File: src/rtl/uart_recv_if.sv
// Receive-side signal bundle for uart_recv: serial input in, byte/strobe/status out.
// master is the receiver itself, slave is whatever consumes its bytes.
interface uart_recv_if;
    logic       rxd;
    logic [7:0] dout;
    logic       dout_valid;
    logic       frame_err;
    logic       rx_busy;

    modport master (input rxd, output dout, output dout_valid, output frame_err, output rx_busy);
    modport slave  (output rxd, input dout, input dout_valid, input frame_err, input rx_busy);
endinterface

File: src/rtl/uart_recv.sv
// 8N1 UART receiver: two-flop synchroniser, mid-bit sampling FSM, framing-error
// detection and a BREAK state that waits for the line to return to idle.
module uart_recv #(
    parameter int unsigned CLK_FREQUENCY_HZ = 100_000_000,
    parameter int unsigned BAUD_RATE        = 1_562_500
) (
    input  logic        clk,
    input  logic        rst,
    uart_recv_if.master rx
);
    localparam int unsigned BIT_CYCLES  = CLK_FREQUENCY_HZ / BAUD_RATE;
    localparam int unsigned HALF_CYCLES = BIT_CYCLES / 2;
    localparam logic [31:0] BIT_LAST    = 32'(BIT_CYCLES - 1);
    localparam logic [31:0] HALF_LAST   = 32'(HALF_CYCLES - 1);

    localparam logic [2:0] S_IDLE  = 3'd0;
    localparam logic [2:0] S_START = 3'd1;
    localparam logic [2:0] S_DATA  = 3'd2;
    localparam logic [2:0] S_STOP  = 3'd3;
    localparam logic [2:0] S_BREAK = 3'd4;

    logic        s1_q, s1_d;
    logic        rxd_s_q, rxd_s_d;
    logic [2:0]  state_q, state_d;
    logic [31:0] cnt_q, cnt_d;
    logic [2:0]  idx_q, idx_d;
    logic [7:0]  sh_q, sh_d;
    logic [7:0]  dout_q, dout_d;
    logic        dout_valid_q, dout_valid_d;
    logic        frame_err_q, frame_err_d;

    always_comb begin
        s1_d         = rx.rxd;
        rxd_s_d      = s1_q;
        state_d      = state_q;
        cnt_d        = cnt_q;
        idx_d        = idx_q;
        sh_d         = sh_q;
        dout_d       = dout_q;
        dout_valid_d = 1'b0;
        frame_err_d  = 1'b0;

        case (state_q)
            S_IDLE: begin
                if (!rxd_s_q) begin
                    state_d = S_START;
                    cnt_d   = '0;
                end
            end
            S_START: begin
                // Re-check the start bit at its centre so short glitches are dropped.
                if (cnt_q == HALF_LAST) begin
                    cnt_d   = '0;
                    idx_d   = '0;
                    state_d = rxd_s_q ? S_IDLE : S_DATA;
                end else begin
                    cnt_d = cnt_q + 32'd1;
                end
            end
            S_DATA: begin
                if (cnt_q == BIT_LAST) begin
                    sh_d  = {rxd_s_q, sh_q[7:1]};
                    cnt_d = '0;
                    if (idx_q == 3'd7) state_d = S_STOP;
                    else               idx_d   = idx_q + 3'd1;
                end else begin
                    cnt_d = cnt_q + 32'd1;
                end
            end
            S_STOP: begin
                // Leave at mid-stop so a directly following start edge is caught.
                if (cnt_q == BIT_LAST) begin
                    cnt_d = '0;
                    if (rxd_s_q) begin
                        dout_d       = sh_q;
                        dout_valid_d = 1'b1;
                        state_d      = S_IDLE;
                    end else begin
                        frame_err_d  = 1'b1;
                        state_d      = S_BREAK;
                    end
                end else begin
                    cnt_d = cnt_q + 32'd1;
                end
            end
            S_BREAK: begin
                if (rxd_s_q) state_d = S_IDLE;
            end
            default: state_d = S_IDLE;
        endcase
    end

    always_ff @(posedge clk) begin
        if (rst) begin
            s1_q         <= 1'b1;
            rxd_s_q      <= 1'b1;
            state_q      <= S_IDLE;
            cnt_q        <= '0;
            idx_q        <= '0;
            sh_q         <= '0;
            dout_q       <= '0;
            dout_valid_q <= 1'b0;
            frame_err_q  <= 1'b0;
        end else begin
            s1_q         <= s1_d;
            rxd_s_q      <= rxd_s_d;
            state_q      <= state_d;
            cnt_q        <= cnt_d;
            idx_q        <= idx_d;
            sh_q         <= sh_d;
            dout_q       <= dout_d;
            dout_valid_q <= dout_valid_d;
            frame_err_q  <= frame_err_d;
        end
    end

    assign rx.dout       = dout_q;
    assign rx.dout_valid = dout_valid_q;
    assign rx.frame_err  = frame_err_q;
    assign rx.rx_busy    = (state_q != S_IDLE);
endmodule

File: src/flat_wrapper.sv
// flat-port wrapper written by rule: the top's interface ports become plain ports
module uart_recv_flat 
#(
    parameter int unsigned CLK_FREQUENCY_HZ = 100_000_000,
    parameter int unsigned BAUD_RATE        = 1_562_500
)
  (clk, rst, rx_rxd, rx_dout, rx_dout_valid, rx_frame_err, rx_rx_busy);
  uart_recv_if rx_i ();
  input  logic clk;
  input  logic rst;
  input wire logic [$bits(rx_i.rxd)-1:0] rx_rxd;
  output wire logic [$bits(rx_i.dout)-1:0] rx_dout;
  output wire logic [$bits(rx_i.dout_valid)-1:0] rx_dout_valid;
  output wire logic [$bits(rx_i.frame_err)-1:0] rx_frame_err;
  output wire logic [$bits(rx_i.rx_busy)-1:0] rx_rx_busy;
  assign rx_i.rxd = rx_rxd;
  assign rx_dout = rx_i.dout;
  assign rx_dout_valid = rx_i.dout_valid;
  assign rx_frame_err = rx_i.frame_err;
  assign rx_rx_busy = rx_i.rx_busy;
  uart_recv #(.CLK_FREQUENCY_HZ(CLK_FREQUENCY_HZ), .BAUD_RATE(BAUD_RATE)) u_core (.clk(clk), .rst(rst), .rx(rx_i));
endmodule
File: config.mk
export PLATFORM = sky130hd
export DESIGN_NAME = uart_recv_flat
export DESIGN_NICKNAME = d
export VERILOG_FILES = /design/src/rtl/uart_recv_if.sv /design/src/rtl/uart_recv.sv /design/src/flat_wrapper.sv
export SDC_FILE = /design/constraint.sdc
export NUM_CORES = 1
export LEC_CHECK = 0
export CAP_MARGIN = 10
export CORE_MARGIN = 2
export CORE_UTILIZATION = 50
export CTS_CLUSTER_DIAMETER = 100
export DETAILED_ROUTE_END_ITERATION = 8
export HOLD_SLACK_MARGIN = 0.05
export PLACE_DENSITY = 0.77
export REMOVE_ABC_BUFFERS = 1
export SLEW_MARGIN = 40
export SYNTH_ARGS = -nofsm -noshare
export SYNTH_HDL_FRONTEND = slang
export SYNTH_SLANG_ARGS = --single-unit
File: constraint.sdc
create_clock -name clk -period 2.8 [get_ports clk]
set_input_delay 0.56 -clock clk [delete_from_list [all_inputs] [get_ports clk]]
set_output_delay 0.56 -clock clk [all_outputs]
set_load 0.1 [all_outputs]
Word level (Yosys, flattened, before mapping). Cells that the tools add are included.

Output and inout port bits: 11. Bits in registers: 58. Logic and storage cells: 57. Input port bits: 3.

Reductions and logical operators: 11. Equal/unequal tests: 14. $add $sub $neg: 2. Bitwise operators: 2. Mux-type cells: 19.

Operators by type and width (number): 2-to-1 mux 32 bit (3); one-hot mux 32 bit (3 select lines) (1); adder 32 x 1 -> 32 bit (second input constant) (1); == test 32 x 5 -> 1 bit (second input constant) (1); == test 32 x 6 -> 1 bit (second input constant) (1); 2-to-1 mux 3 bit (10); one-hot mux 3 bit (5 select lines) (1); != test 2 x 1 -> 1 bit (second input constant) (5); == test 3 x 2 -> 1 bit (second input constant) (2); == test 3 bit (second input constant) (2); one-hot mux 3 bit (2 select lines) (1); AND reduction 6 bit (1); nonzero test 3 bit (2); != test 2 bit (second input constant) (2); AND reduction 2 bit (2); AND reduction 4 bit (1); adder 3 x 1 -> 3 bit (second input constant) (1); == test 3 x 1 -> 1 bit (second input constant) (1); zero test 3 bit (1); AND reduction 3 bit (1); OR reduction 3 bit (1); 2-to-1 mux 1 bit (2); 2-to-1 mux 2 bit (1); inverter 1 bit (2); 2 further kinds (2).

Logic depth before layout (Yosys ltp).
Depth in word-level cells: 4. Mapped depth: 7. Gate-level depth less buffers: 7.

Worst setup path before layout. OpenSTA, ideal clock, no wires.

Kind: reg-to-output. Start point: reg u_core.state_q[1]. End point: out rx_rx_busy. Buffers on the path: 1. Data arrival time: 1357 ps. Stages on the path, launching flop included: 4. Data required time: 2240 ps. Slack: 883 ps. Path through: dfxtp_1 -> clkbuf_1 -> nor2_1 -> nand2_1.

Word-level cells in the longest chain between the ends: 1.

Ends and longest elaborated chain: start, declared (line uart_recv.sv:24) `logic [2:0] state_q, state_d;`; start signal, assigned (line uart_recv.sv:107) `state_q <= state_d;`; nonzero test 3 bit (line uart_recv.sv:120) `assign rx.rx_busy = (state_q != S_IDLE);`; end, declared (line flat_wrapper.sv:15) `output wire logic [$bits(rx_i.rx_busy)-1:0] rx_rx_busy;`.

Every way passes these cells.

Worst setup path after layout.
Start point: reg u_core.cnt_q[0]. End point: reg u_core.cnt_q[29].

Word-level cells in the longest chain between the ends: 3. Elaborated cells between the ends (all ways): 6. Classes of those cells: add/sub (1); eq/ne (2); mux (3).

Ends and longest elaborated chain: start, declared (line uart_recv.sv:25) `logic [31:0] cnt_q, cnt_d;`; start signal, assigned (line uart_recv.sv:108) `cnt_q <= cnt_d;`; adder 32 x 1 -> 32 bit (tied with other cells) (line uart_recv.sv:57, uart_recv.sv:67, uart_recv.sv:83); 2-to-1 mux 32 bit (on tied branches) (line uart_recv.sv:61, uart_recv.sv:72, uart_recv.sv:52); one-hot mux 32 bit (3 select lines) * (line uart_recv.sv:43) `case (state_q)`.

Mark *: on every way between the ends. The rest lies on a longest branch, timed or not. A chain may end at the register's enable or synchronous reset.

==> summary.md <==
| Metric | Value |
|---|---|
| Post-synth cell types | `46` |
| Design area | `3259 um2` |
| Full die area | `6339 um2` |
| Nets | `347` |
| Initial antenna violation count | `0` |
| Required @ worst endpoint | `about 3 ns` |
| Num Clock Sinks | `58` |
| RSZ-0062 raised after global routing | `false` |
| Top Ports | `14` |
| Buf+Inv Stages, Crit Path | `0` |
| Vias in the first global route | `2274` |
| Final period util | `84.60%` |
| Status | `finished, final reports clean` |
| Hold Crit Class | `reg -> reg` |
| Largest net degree at the start of global routing | `29` |
| Leading area contributor after synthesis | `dfxtp_1` |
| Root buffer cell | `clkbuf_8` |
| DP HPWL | `between 4000 and 5000 um` |
| Clock transition at path regs | `approximately 0.07 ns` |
| DRC viols | `0` |
| Family with the most delay on the worst path | `compound AO/OA/AOI/OAI gates` |
| Reg-to-Reg End | `u_core.cnt_q[29]$_SDFFE_PP0P_` |
| Die height | `79.62 um` |
| Yosys reg bits | `58` |
| Post_cts resized | `0` |
| Vias per cell | `5.816` |
| Share of layout cells above drive strength 1 | `13.29%` |
| IO Port Bufs | `13` |
| Most common cell in the synthesized netlist | `dfxtp_1` |
| Fin. Hold Viols | `0` |
| Setup CP Type | `reg -> reg` |
| Clock Tree Buf Depth | `2` |
| H-tree levels | `3` |
| Startpoint Class | `flop` |
| Slew HR | `57.75%` |
| EDFF count, synth | `0` |
| Post-CTS Setup Inserts | `0` |
| Antenna Nets Post-Route | `0` |
| First-pass DRT Iterations | `4` |
| Ys Warns | `0` |
| Data arrival, critical path | `2.60 ns` |
| Crit path largest cell delay | `0.49 ns` |
| Core Box Area | `5507 um2` |
| Hold slack | `roughly 0.41 ns` |
| Total Routing Usage GR | `21.60%` |
| PD cells | `539.4 nW/um2` |
| FMAX | `~420 MHz` |
| Area contributors post-synth | `dfxtp_1 41%, mux2i_1 5.6%, nor2_1 4.9%` |
| WL per Instance | `14.44 um` |
| Width of the die | `79.62 um` |
| Ant diodes | `0` |
| Sequential area share after synthesis | `40.61%` |
| DRT iter0 DRCs | `214` |
| Final setup viols | `0` |
| Worst vdd ir | `0.3964 mV` |
| DRT Wirelength | `6034 um` |
| Flop-to-flop setup slack | `around 0.43 ns` |
| Total Power | `~1.8 mW` |
| Area Overhead vs Synth | `14.00%` |
| Min-delay src | `u_core.rxd_s_d$_SDFF_PP1_` |
| Crit. Startpoint | `u_core.cnt_q[0]$_SDFFE_PP0P_` |
| GPL Wtd Cong | `0.8647` |
| DP Area | `3032 um2` |
| Synth top cells by count | `58 x dfxtp_1, 37 x nor2_1, 21 x nand2_1, 21 x nand3_1, 19 x nand2b_1` |
| Final WS setup | `0.4312 ns` |
| Hold depth | `1` |
| Synth Cell Area | `2859 um2` |
| CP endpoint kind | `flop` |
| Asr flop ratio synth | `0%` |
| Worst R2R Path Depth | `6` |
| Top cell type's share of synthesized area | `approximately two fifths` |
| Layout Skew | `~0.0074 ns` |
| Initial Util | `51.92%` |
| Slew @ Worst Pin | `0.6304 ns` |
| Final Max Tran Viols | `0` |
| Avg Cell Area, Syn | `8.770 um2` |
| CTS tree | `built` |
| CP max-delay cell | `o41a_1` |
| Row count | `27` |
| Vias | `2431` |
| Worst skew pair latency | `0.35 ns` |
| First-pass GRT wire length | `10680 um` |
| Fin crit period | `2.369 ns` |
| Worst-path cell chain | `ha_1 > and4_1 > nand4_1 > o41a_1 > nand3_1 > o41ai_1` |
| GR Overflow Total | `0` |
| CP Max Fanout | `14` |
| CTS Hold Buffers Added | `0` |
| Setup TNS | `0 ns` |
| R2R Path Start | `u_core.cnt_q[0]$_SDFFE_PP0P_` |
| CTS Buf Count | `9` |
| Hold EP | `u_core.rxd_s_q$_SDFF_PP1_` |
| Max Cap Viol | `0` |
| Dpl ws | `0.5480 ns` |
| Ys flop type | `dfxtp_1` |
| Pleak | `1.151 nW` |
| Synth Instances | `326` |
[layout by cell type, fill, tap and decap left out, types with 9 or more instances in the layout]
master / netlist / layout
buf_4: 0 / 18
xor2_1: 15 / 15
a21oi_1: 13 / 13
and3_1: 9 / 9
dfxtp_1: 58 / 58
mux2i_1: 16 / 16
nand2_1: 21 / 21
nor2_1: 37 / 37
nand2b_1: 19 / 19
clkbuf_8: 0 / 10
and4_1: 9 / 9
nand3_1: 21 / 21
nand4_1: 13 / 13
[layer usage]
metal	global-route usage, %	routed length, um	vias up
met2	33.95	2741	68
met4	8.448	132	0
met3	7.014	330	15
met5	0	0	-
li1	-	-	1214
met1	27.41	2830	1134
[registers in the layout, summed over array words and instances (netlist names)]
name	count
u_core.cnt_q	32
u_core.idx_q	3
u_core.rx.dout	8
u_core.rx.dout_valid	1
u_core.rx.frame_err	1
u_core.rxd_s_d	1
u_core.rxd_s_q	1
u_core.sh_q	8
u_core.state_q	3
[stage by stage]
| stage | instances | utilization, % |
|---|---|---|
| after detailed placement | 402 | 55.06 |
| final | 418 | 59.19 |
| after floorplan | 310 | - |
| after global placement | 402 | 55.06 |
| after global routing | 418 | 59.19 |
| after CTS | 418 | 59.19 |
[worst register-to-register path, delay by kind of cell (launching register included)]
| family | cells | cell delay, ns |
|---|---|---|
| compound gates | 2 | 0.91 |
| fa+ha+maj | 1 | 0.26 |
| flops | 1 | 0.36 |
| simple gates | 3 | 0.74 |
[how the worst max path moves through the flow]
| stage | to | slack [ns] | cells after the start |
|---|---|---|---|
| floorplan | u_core.sh_q[0]$_SDFFE_PP0P_ | 0.15 | 5 |
| CTS | u_core.cnt_q[29]$_SDFFE_PP0P_ | 0.45 | 6 |
| global route | u_core.cnt_q[29]$_SDFFE_PP0P_ | 0.26 | 6 |
| detailed placement | u_core.cnt_q[29]$_SDFFE_PP0P_ | 0.55 | 6 |
| global placement | u_core.cnt_q[29]$_SDFFE_PP0P_ | 0.57 | 6 |
| finish | u_core.cnt_q[29]$_SDFFE_PP0P_ | 0.43 | 6 |
[where the power goes]
part	switching [mW]	internal [mW]
clock network	0.356	0.526
registers	0.00277	0.826
logic	0.0305	0.0162
[layout make-up]
class	count	area (um2)
clock buffer	10	137.6
clock inverter	6	90.09
fill	493	2247
inverter	4	15.01
multi-input combinational	248	1610
sequential	58	1161
tap	72	90.09
timing repair buffer	20	155.1
[cells by family (layout without fill, tap and decap cells)]
group / count (synthesis) / count (layout) / share of synthesized area [%]
AND/OR/NAND/NOR: 167 / 167 / 33.26
flip-flops: 58 / 58 / 40.61
AO/OA/AOI/OAI: 44 / 44 / 10.42
buffers and inverters: 20 / 40 / 3.282
XOR/XNOR: 18 / 18 / 5.515
multiplexers: 16 / 16 / 5.602
adder cells (fa/ha/maj): 3 / 3 / 1.313
No activity file was read; power rests on OpenSTA's default activity.
